## config.mk

```make
export PLATFORM = sky130hd
export DESIGN_NAME = cmos_gate_sequencer
export DESIGN_NICKNAME = d
export VERILOG_FILES = /design/src/rtl/cmos_gate_sequencer.sv
export SDC_FILE = /design/constraint.sdc
export NUM_CORES = 1
export LEC_CHECK = 0
export ABC_CLOCK_PERIOD_IN_PS = 2600
export CORE_UTILIZATION = 40
export CTS_BUF_LIST = sky130_fd_sc_hd__clkbuf_2 sky130_fd_sc_hd__clkbuf_4 sky130_fd_sc_hd__clkbuf_8
export DETAILED_ROUTE_END_ITERATION = 7
export HOLD_SLACK_MARGIN = 0.12
export PLACE_DENSITY_LB_ADDON = 0.12
export SLEW_MARGIN = 20
export SYNTH_ARGS = -nofsm -noshare
export SYNTH_HDL_FRONTEND = slang
export SYNTH_SLANG_ARGS = --single-unit
```

## constraint.sdc

```tcl
create_clock -name clk -period 2.6 [get_ports clk]
set_input_delay 0.65 -clock clk [delete_from_list [all_inputs] [get_ports clk]]
set_output_delay 0.65 -clock clk [all_outputs]
set_load 0.01 [all_outputs]
```

## src/rtl/cmos_gate_sequencer.sv

```systemverilog
`timescale 1ns/1ps
// Stimulus/check engine for the CMOS gate bank: it applies LFSR vectors, waits the settle time, then compares the results.
// Optional STOP_ON_FAIL_EN: end the run at the first failing vector.
module cmos_gate_sequencer #(
  parameter int unsigned NUM_VECTORS   = 10,
  parameter int unsigned SETTLE_CYCLES = 2,
  parameter logic [7:0]  LFSR_SEED     = 8'hA5
) (
  input  logic       clk,
  input  logic       rst_n,
  input  logic       start,
  input  logic       abort,
  input  logic [7:0] seed,
  output logic       stim_in,
  output logic       stim_a,
  output logic       stim_b,
  input  logic       res_inv,
  input  logic       res_nand,
  input  logic       res_nor,
  input  logic       res_xor,
  input  logic       res_xnor,
  output logic       busy,
  output logic       done,
  output logic       pass,
  output logic [7:0] err_count,
  output logic [4:0] fail_mask,
  output logic [7:0] vec_count
);

  typedef enum logic [2:0] {IDLE, APPLY, SETTLE, CHECK, DONE} state_t;

  localparam logic [3:0] SETTLE_LAST = (SETTLE_CYCLES > 0) ? 4'(SETTLE_CYCLES - 1) : 4'd0;
  localparam logic [7:0] NUM_VEC_L   = 8'(NUM_VECTORS);

  state_t     state;
  state_t     state_next;
  logic [7:0] lfsr;
  logic [3:0] settle_cnt;
  logic [4:0] exp_res;
  logic [4:0] mismatch;
  logic [7:0] vec_next;
  logic       last_vec;
  logic       stop_now;

  assign busy = (state != IDLE);

  // Case-inequality so that X/Z on a gate output counts as a failure.
  always_comb begin
    exp_res     = {~(stim_a ^ stim_b), stim_a ^ stim_b, ~(stim_a | stim_b),
                   ~(stim_a & stim_b), ~stim_in};
    mismatch    = 5'b00000;
    mismatch[0] = (res_inv  !== exp_res[0]);
    mismatch[1] = (res_nand !== exp_res[1]);
    mismatch[2] = (res_nor  !== exp_res[2]);
    mismatch[3] = (res_xor  !== exp_res[3]);
    mismatch[4] = (res_xnor !== exp_res[4]);
    vec_next    = vec_count + 8'd1;
    last_vec    = (vec_next >= NUM_VEC_L);
  end

`ifdef STOP_ON_FAIL_EN
  assign stop_now = |mismatch;
`else
  assign stop_now = 1'b0;
`endif

  always_ff @(posedge clk or negedge rst_n) begin
    if (!rst_n) state <= IDLE;
    else        state <= state_next;
  end

  always_comb begin
    state_next = state;
    case (state)
      IDLE:    if (start) state_next = APPLY;
      APPLY:   state_next = (SETTLE_CYCLES == 0) ? CHECK : SETTLE;
      SETTLE:  if (settle_cnt == SETTLE_LAST) state_next = CHECK;
      CHECK:   state_next = (last_vec || stop_now) ? DONE : APPLY;
      DONE:    state_next = IDLE;
      default: state_next = IDLE;
    endcase
    if (abort) state_next = IDLE;
  end

  // Datapath; an abort in a busy state overrides whatever that state would update.
  always_ff @(posedge clk or negedge rst_n) begin
    if (!rst_n) begin
      lfsr       <= LFSR_SEED;
      settle_cnt <= 4'd0;
      stim_in    <= 1'b0;
      stim_a     <= 1'b0;
      stim_b     <= 1'b0;
      done       <= 1'b0;
      pass       <= 1'b0;
      err_count  <= 8'd0;
      fail_mask  <= 5'b00000;
      vec_count  <= 8'd0;
    end else begin
      done <= 1'b0;
      if (busy && abort) begin
        stim_in <= 1'b0;
        stim_a  <= 1'b0;
        stim_b  <= 1'b0;
        pass    <= 1'b0;
      end else begin
        case (state)
          IDLE: begin
            if (start && !abort) begin
              lfsr      <= (seed == 8'd0) ? LFSR_SEED : seed;
              err_count <= 8'd0;
              fail_mask <= 5'b00000;
              vec_count <= 8'd0;
              pass      <= 1'b0;
            end
          end
          APPLY: begin
            stim_in    <= lfsr[0];
            stim_a     <= lfsr[1];
            stim_b     <= lfsr[2];
            lfsr       <= {lfsr[6:0], lfsr[7] ^ lfsr[5] ^ lfsr[4] ^ lfsr[3]};
            settle_cnt <= 4'd0;
          end
          SETTLE: settle_cnt <= settle_cnt + 4'd1;
          CHECK: begin
            fail_mask <= fail_mask | mismatch;
            if ((|mismatch) && (err_count != 8'hFF)) err_count <= err_count + 8'd1;
            vec_count <= vec_next;
          end
          DONE: begin
            done <= 1'b1;
            pass <= (err_count == 8'd0);
          end
          default: ;
        endcase
      end
    end
  end

endmodule

```

=== After elaboration in Yosys (flattened, before gate mapping) ===
Cells that the tools add are included.

* $add $sub $neg: 3
* $lt $le $gt $ge: 1
* Equality and inequality tests: 16
* Muxes and demuxes: 26
* Bitwise operators: 12
* Reductions and logical operators: 20

{| class="wikitable"
|+ Operator list
! operator !! number
|-
| one-hot mux 8 bit (2 select lines) || 3
|-
| two-way mux 8 bit || 4
|-
| adder 8 x 1 -> 8 bit (second input constant) || 2
|-
| zero test 8 bit || 2
|-
| two-way mux 3 bit || 4
|-
| one-hot mux 3 bit (4 select lines) || 1
|-
| two-way mux 1 bit || 10
|-
| one-hot mux 5 bit (2 select lines) || 1
|-
| inequality test 3 bit (second input constant) || 3
|-
| >= comparator 8 x 4 -> 1 bit (second input constant) || 1
|-
| inequality test 8 bit (second input constant) || 1
|-
| one-hot mux 4 bit (2 select lines) || 1
|-
| nonzero test 2 bit || 4
|-
| == test 3 x 2 -> 1 bit (second input constant) || 2
|-
| AND reduction 2 bit || 3
|-
| AND reduction 3 bit || 2
|-
| nonzero test 3 bit || 2
|-
| two-way mux 5 bit || 1
|-
| !== test 1 bit || 5
|-
| inverter 1 bit || 5
|-
| bitwise OR 5 bit || 1
|-
| OR reduction 5 bit || 1
|-
| adder 4 x 1 -> 4 bit (second input constant) || 1
|-
| == test 4 x 1 -> 1 bit (second input constant) || 1
|-
| 11 further kinds || 17
|}

* Register bits after elaboration: 41
* Output and inout port bits: 27
* Word-level logic and storage cells: 89

=== Longest topological paths before layout ===
* Depth in word-level cells: 7
* Mapped depth: 7
* Gate-level depth less buffers: 7

=== Worst setup path after synthesis ===
No wires, ideal clock.

* Kind: register to register
* From: register stim_a
* To: register err_count[6]
* Library setup time: 123 ps
* Arrival: 1,698 ps
* Data required time: 2,477 ps
* Setup slack: 779 ps
* Cell stages (with the launch flop): 8
* Cells stage by stage: dfrtp_1 > inv_1 > ha_1 > and3b_1 > o2111ai_2 > and4_4 > nand3_2 > mux2i_1

* Word-level cells in the longest chain between the ends: 7
* Elaborated cells on any way between the ends: 14
* Classes of those cells: 5 x eq/ne; 6 x bitwise; 3 x reduce/logical

{| class="wikitable"
|+ RTL lines
! item !! line !! source
|-
| start: declaration || 15 || <nowiki>output logic stim_a,</nowiki>
|-
| start signal: assignment || 118 || <nowiki>stim_a <= lfsr[1];</nowiki>
|-
| AND 1 bit, or another cell as far along || 50 || <nowiki>~(stim_a & stim_b), ~stim_in};</nowiki>
|-
| inverter 1 bit (on tied branches) || 50, 49 ||
|-
| !== test 1 bit (on tied branches) || 53, 54, 56 ||
|-
| OR reduction 5 bit (*) || 126 || <nowiki>if ((|mismatch) && (err_count != 8'hFF)) err_count <= err_count + 8'd1;</nowiki>
|-
| logical AND 1 bit (*) || 126 ||
|-
| inequality test 2 bit (no source line) (*) || -- ||
|-
| AND reduction 4 bit (no source line) (*) || -- ||
|-
| end signal: assignment || 126 ||
|-
| end: declaration || 25 || <nowiki>output logic [7:0] err_count,</nowiki>
|}

Mark *: on every way between the ends. The rest lies on a longest branch, timed or not.
A chain may end at the register's enable or synchronous reset.

=== Worst setup path after layout ===
* From: register state[2]
* To: output busy

* Word-level cells in the longest chain between the ends: 1

{| class="wikitable"
|+ RTL lines
! item !! line !! source
|-
| start: declaration || 35 || <nowiki>state_t state;</nowiki>
|-
| start signal: assignment || 69 || <nowiki>else state <= state_next;</nowiki>
|-
| nonzero test 3 bit || 45 || <nowiki>assign busy = (state != IDLE);</nowiki>
|-
| end: declaration || 22 || <nowiki>output logic busy,</nowiki>
|}

No other way between the ends.

==> impl_metrics.ini <==
[run_status]
status = completed

[power]
p_sw_share_pct = 33.9
intPower_mw = 1.37
pwr-share-seq_pct = 44.4
combPwrFrac_pct = 35.9
ir_drop_v = 0.000350
power_leakage_nw = 1.28
p_sw_mw = 0.705
power_density_mw_per_mm2 = 707
power_frac_clock_pct = 19.8

[global_routing]
antenna_found_initial = 0
grt_usage_pct = 17.9
overflow = 0
grt_max_degree = 29
grt_pass1_wl_um = 8670
grt_pass1_vias = 1879

[cells_and_area]
syn_to_final_growth_pct = 25.4
most-common-layout-cells = clkdlybuf4s50_1 (42), dfrtp_1 (37), nor2_1 (34)
final_nets = 328
fillerInstances = 563
final_cell_area_sq_mm = 0.00294
n_antenna_cell = 0
layout_commonest_cell = clkdlybuf4s50_1
post_route_cells_drive_above_1_share_pct = 10.5

[placement]
port_buffers = 43
place.gp.congestion = 0.744
dpl_cell_area_sq_mm = 0.00285
dp_hpwl_um = 3680

[clock_network]
holdBufCountCts = 0
clockBufferDepth = 2
clkSinkCount = 41
cts_setup_buffers = 0
numCtsBuffers = 5
clock-root-buffer = clkbuf_8
clkTransAtPathRegs_ns = 0.08
clk_latency_ns = 0.29
cts_tree = yes
h-tree-depth = 2
ctsResizeCount = 0

[sta]
setup_tns_ns = 0
rsz0062_at_grt = no
slew_headroom_pct = 57.4
worst_slew_pin_slew_ns = 0.639
min_period_ns = 2.27
period_share_pct = 87.4
maxSlewViolCount = 0
max_freq_mhz = 440
hold_viol = 0
setup_violations = 0
skew_ns = 0.00315

[drt]
antenna_left = 0
drtIter0Drc = 63
wirelength_um = 4970
routedWlPerCell_um = 13.2
vias = 1975
post-route-drc-count = 0
viasPerCell = 5.25
dr.pass1.iters = 4

[floorplanning]
fp.dieArea_sq_mm = 0.00617
start_util_pct = 42.0
placementRows = 27
core_area_sq_mm = 0.00557
die_w_um = 78.5
die_h_um = 78.5
ioPinCount = 44

[logic_synthesis]
synthesis.nets = 281
postSynthCellCount = 256
synth_area_sq_mm = 0.00234
synth-edff-count = 0
yosysSeqAreaShare_pct = 44.0
async_flop_share_pct = 100
synth_top_flop_cell = dfrtp_1
yosysWarnings = 0
synth-seq-cells = 41
synth.distinct_cells = 47
syn_avg_cell_area_sq_um = 9.15

[run]
maxCapViolCount = 0

[setup_path]
r2r_slack_ns = 0.67
critPathCaptureType = primary output
path_class = reg2out
rr_worst_depth = 7
startpoint_type = register
slowest_stage = clkdlybuf4s50_1
r2r-start = stim_a$_DFFE_PN0P_
critical-path-max-stage-delay_ns = 0.50
cp_max_fo = 7
required_ns = 1.95
timing.rr.end = err_count[5]$_DFFE_PN0P_
crit_chain = or3_1 -> clkdlybuf4s50_1
cp.arrival_ns = 1.62

[min_path]
hold_path_class = in2async
[cell families (layout without fill, tap and decap cells)]
| family | Yosys count | count (layout) | synth area share, % |
|---|---|---|---|
| AO/OA/AOI/OAI | 51 | 51 | 14.3 |
| multiplexers | 5 | 5 | 2.14 |
| adder cells (fa/ha/maj) | 8 | 8 | 4.27 |
| buffers and inverters | 17 | 65 | 3.63 |
| XOR/XNOR | 15 | 15 | 5.61 |
| AND/OR/NAND/NOR | 119 | 119 | 26.1 |
| flip-flops | 41 | 41 | 44.0 |
[metrics by stage]
step                hold slack, ns  util [%]  setup WS, ns  std cells  power [mW]
floorplan                    0.354         -         0.779        256        1.40
global placement             0.463      51.2         0.288        368        1.67
detailed placement           0.472      51.2         0.249        368        1.69
CTS                          0.385      52.7         0.309        376        2.10
global route                 0.422      52.7         0.267        376        2.25
finish                       0.369      52.7         0.327        376        2.08
[final cells by class]
| class | instances | area (sq um) | share of cell area, % |
|---|---|---|---|
| Clock inverter | 2 | 10.0 | 0.341 |
| Inverter | 7 | 26.3 | 0.894 |
| Clock buffer | 6 | 76.3 | 2.60 |
| Sequential cell | 41 | 1030 | 35.1 |
| Tap cell | 72 | 90.1 | 3.07 |
| Multi-Input combinational cell | 198 | 1230 | 41.8 |
| Timing Repair Buffer | 50 | 478 | 16.3 |
[worst max-delay path by stage]
stage,start,to,slack (ns),depth (start not counted)
floorplan,stim_a$_DFFE_PN0P_,err_count[6]$_DFFE_PN0P_,0.78,7
CTS,state[2]$_DFFE_PN0P_,busy,0.31,2
detailed placement,abort,lfsr[2]$_DFFE_PN1P_,0.25,5
finish,state[2]$_DFFE_PN0P_,busy,0.33,2
global placement,abort,lfsr[2]$_DFFE_PN1P_,0.29,5
global route,state[2]$_DFFE_PN0P_,busy,0.27,2
[cells in the mapped netlist (all sizes together) (4+ instances only)]
library cell	n	share of area [%]
a21oi	7	1.5
a31oi	5	1.3
and3	8	2.1
buf	7	2.0
dfrtp	37	40
dfstp	4	4.5
ha	8	4.3
inv	7	1.1
mux2i	5	2.1
nand2	33	5.3
nand2b	5	1.3
nand3	7	1.7
nor2	34	5.4
nor3b	4	1.5
nor4	4	1.1
o21ai	20	4.9
o22ai	8	2.1
xnor2	7	2.6
xor2	8	3.0
[layer usage]
metal / GRT usage, % / wire length, um
met1: 23.5 / 2390
met4: 5.74 / 57
met5: 0 / 0
met3: 4.19 / 235
met2: 29.0 / 2290
[power groups by stage]
stage / Combinational, mW / Clock (mW) / Sequential [mW]
2_1_floorplan: 0.460 / 0 / 0.941
3_3_place_gp: 0.741 / 0 / 0.932
3_5_place_dp: 0.754 / 0 / 0.934
4_1_cts: 0.758 / 0.426 / 0.921
5_1_grt: 0.846 / 0.453 / 0.947
6_report: 0.745 / 0.411 / 0.922
[registers in the layout, indices dropped and copies added (netlist names)]
name / cells
stim_a: 1
pass: 1
stim_in: 1
stim_b: 1
fail_mask: 5
state: 3
done: 1
settle_cnt: 4
lfsr: 8
vec_count: 8
err_count: 8
[worst max-delay path, delay by kind of cell (launching register included)]
| family | cells | cell delay (ns) |
|---|---|---|
| buf+inv | 1 | 0.50 |
| flops | 1 | 0.44 |
| simple gates | 1 | 0.39 |
No activity file was read; power rests on OpenSTA's default activity.
==> patch (config.mk and constraints unchanged) <==
Build with the macro `STOP_ON_FAIL_EN` defined.
--- a/src/rtl/cmos_gate_sequencer.sv
+++ b/src/rtl/cmos_gate_sequencer.sv
@@ -2,4 +2,6 @@
 // Stimulus/check engine for the CMOS gate bank: it applies LFSR vectors, waits the settle time, then compares the results.
 // Optional STOP_ON_FAIL_EN: end the run at the first failing vector.
+`define STOP_ON_FAIL_EN
+
 module cmos_gate_sequencer #(
   parameter int unsigned NUM_VECTORS   = 10,
Check against the original RTL: not equivalent (Yosys sat finds a counterexample within 10 cycles, from zero or initial values and one cycle with rst_n low).
==> patch against the unedited design <==
  * Cell area rose by 1.1%
  * Area after synthesis fell by 3.0%
  * Non-clock buffer count rose by 8
  * Critical path depth rose by 4
  * Worst setup slack got worse by 0.18 ns
  * Maximum frequency fell by 7.2%
  * Routed wire length rose by 3.7%
  * Total power rose by 0.15%
  * Sequential cell count did not move
==> patch: results (changes against the unedited design) <==
[synthesis]
synth.yosys.seq_area_share_pct = 45.35  ; +1.4 points
synth_nets = 273  ; -2.8%
synth.top_cells.by_area = sky130_fd_sc_hd__dfrtp_1, sky130_fd_sc_hd__xnor2_1, sky130_fd_sc_hd__nand2_1
post-synth-top-area-fraction_pct = 40.73  ; +1.2 points
synth_area_per_cell_um2 = 9.167  ; +0.14%
post-synth-top-area-cell = sky130_fd_sc_hd__dfrtp_1
synth-warning-count = 0  ; unchanged
ys_types = 41  ; -13%
post_synth_most_frequent_cells = sky130_fd_sc_hd__dfrtp_1, sky130_fd_sc_hd__nand2_1, sky130_fd_sc_hd__nor2_1, sky130_fd_sc_hd__o21ai_0, sky130_fd_sc_hd__xnor2_1

[critical_path]
launching_element_of_the_worst_setup_path = res_xnor
timing.critical_path.arrival_ns = 2.64  ; +1.02 ns
crit_path_end = state[2]$_DFFE_PN0P_
worst-r2r-setup-slack_ns = 0.27  ; -0.40 ns
worstPathMaxFanout = 2  ; -5

[placement]
placement.io_buffers = 43  ; unchanged
placement.setup.worst_slack_ns = -0.1603  ; -0.4095 ns
place.detailed.hpwl_um = 3630  ; -1.3%
gp_congestion = 0.8434  ; +13%
placed_cell_area_um2 = 2850  ; about the same
numPlacedInstances = 367  ; -0.27%

[detailed_routing]
first_iter_violations = 90  ; +43%
via_cell_ratio = 5.099  ; -2.9%
wl_per_cell_um = 13.75  ; +4.0%

[final_layout]
final-instance-count-excl-fill = 375  ; -0.27%
fill_cells = 513  ; -8.9%
final_net_count = 327  ; -0.30%

[timing]
period_minus_slack_ns = 2.448  ; +0.1750 ns
post_route_worst_hold_slack_ns = 0.4097  ; +0.04033 ns
worst_slew_pin_slew_ns = 0.9175  ; +0.2787 ns
finalClockSkew_ns = 0.01356  ; +0.01041 ns

[global_routing]
grt_pass1_vias = 1910  ; +1.6%
grt_start_max_net_pins = 42  ; +45%
grt_first_pass_wirelength_um = 9032  ; +4.1%

[pwr]
vdd_ir_drop_max_v = 0.0005066  ; +45%
leakage_uw = 0.001238  ; -3.2%
net_switching_power_of_the_design_uw = 656.1  ; -6.9%

[min_path]
hold_path_class = primary input to async pin

[clocking]
htreeDepth = 2  ; unchanged

[run_status]
outcome = complete, no violations

patch: layer usage:
layer | vias up | wire length (um) | global-route usage (%)
li1 | 974 | - | -
met1 | 893 | 2559 | 24.76
met2 | 41 | 2377 | 31.15
met3 | 4 | 177 | 3.882
met4 | 0 | 40 | 6.415
met5 | - | 0 | 0
patch: layout make-up:
class,instances,area [um^2],area share (%)
Clock inverter,2,37.54,1.264
Sequential cell,41,1031,34.71
Clock buffer,6,82.58,2.780
Inverter,8,30.03,1.011
Multi-Input combinational cell,188,1161,39.09
Timing Repair Buffer,58,538.0,18.11
Tap cell,72,90.09,3.033
patch: power by group through the flow:
stage | clock network (uW) | registers (uW) | logic [uW]
global placement | 0 | 903 | 645
floorplan | 0 | 903 | 361
detailed placement | 0 | 903 | 648
finish | 547 | 891 | 645
global route | 579 | 912 | 722
CTS | 562 | 892 | 654
patch: cells by family after synthesis:
group	count (synthesis)	synth area share, %
buffers and inverters	19	3.577
adders and majority gates	8	4.403
DFF	41	45.35
xor gates and xnor gates	22	8.475
AOI/OAI and AO/OA	55	15.14
and+or+nand+nor	101	22.18
muxes	2	0.8806
patch: critical path: stages:
cell and delay [ns]:
sky130_fd_sc_hd__clkdlybuf4s50_1 0.47, sky130_fd_sc_hd__or3b_4 0.39, sky130_fd_sc_hd__a2111oi_4 0.40, sky130_fd_sc_hd__nand2_1 0.08
sky130_fd_sc_hd__or4_1 0.50, sky130_fd_sc_hd__nor2b_1 0.15
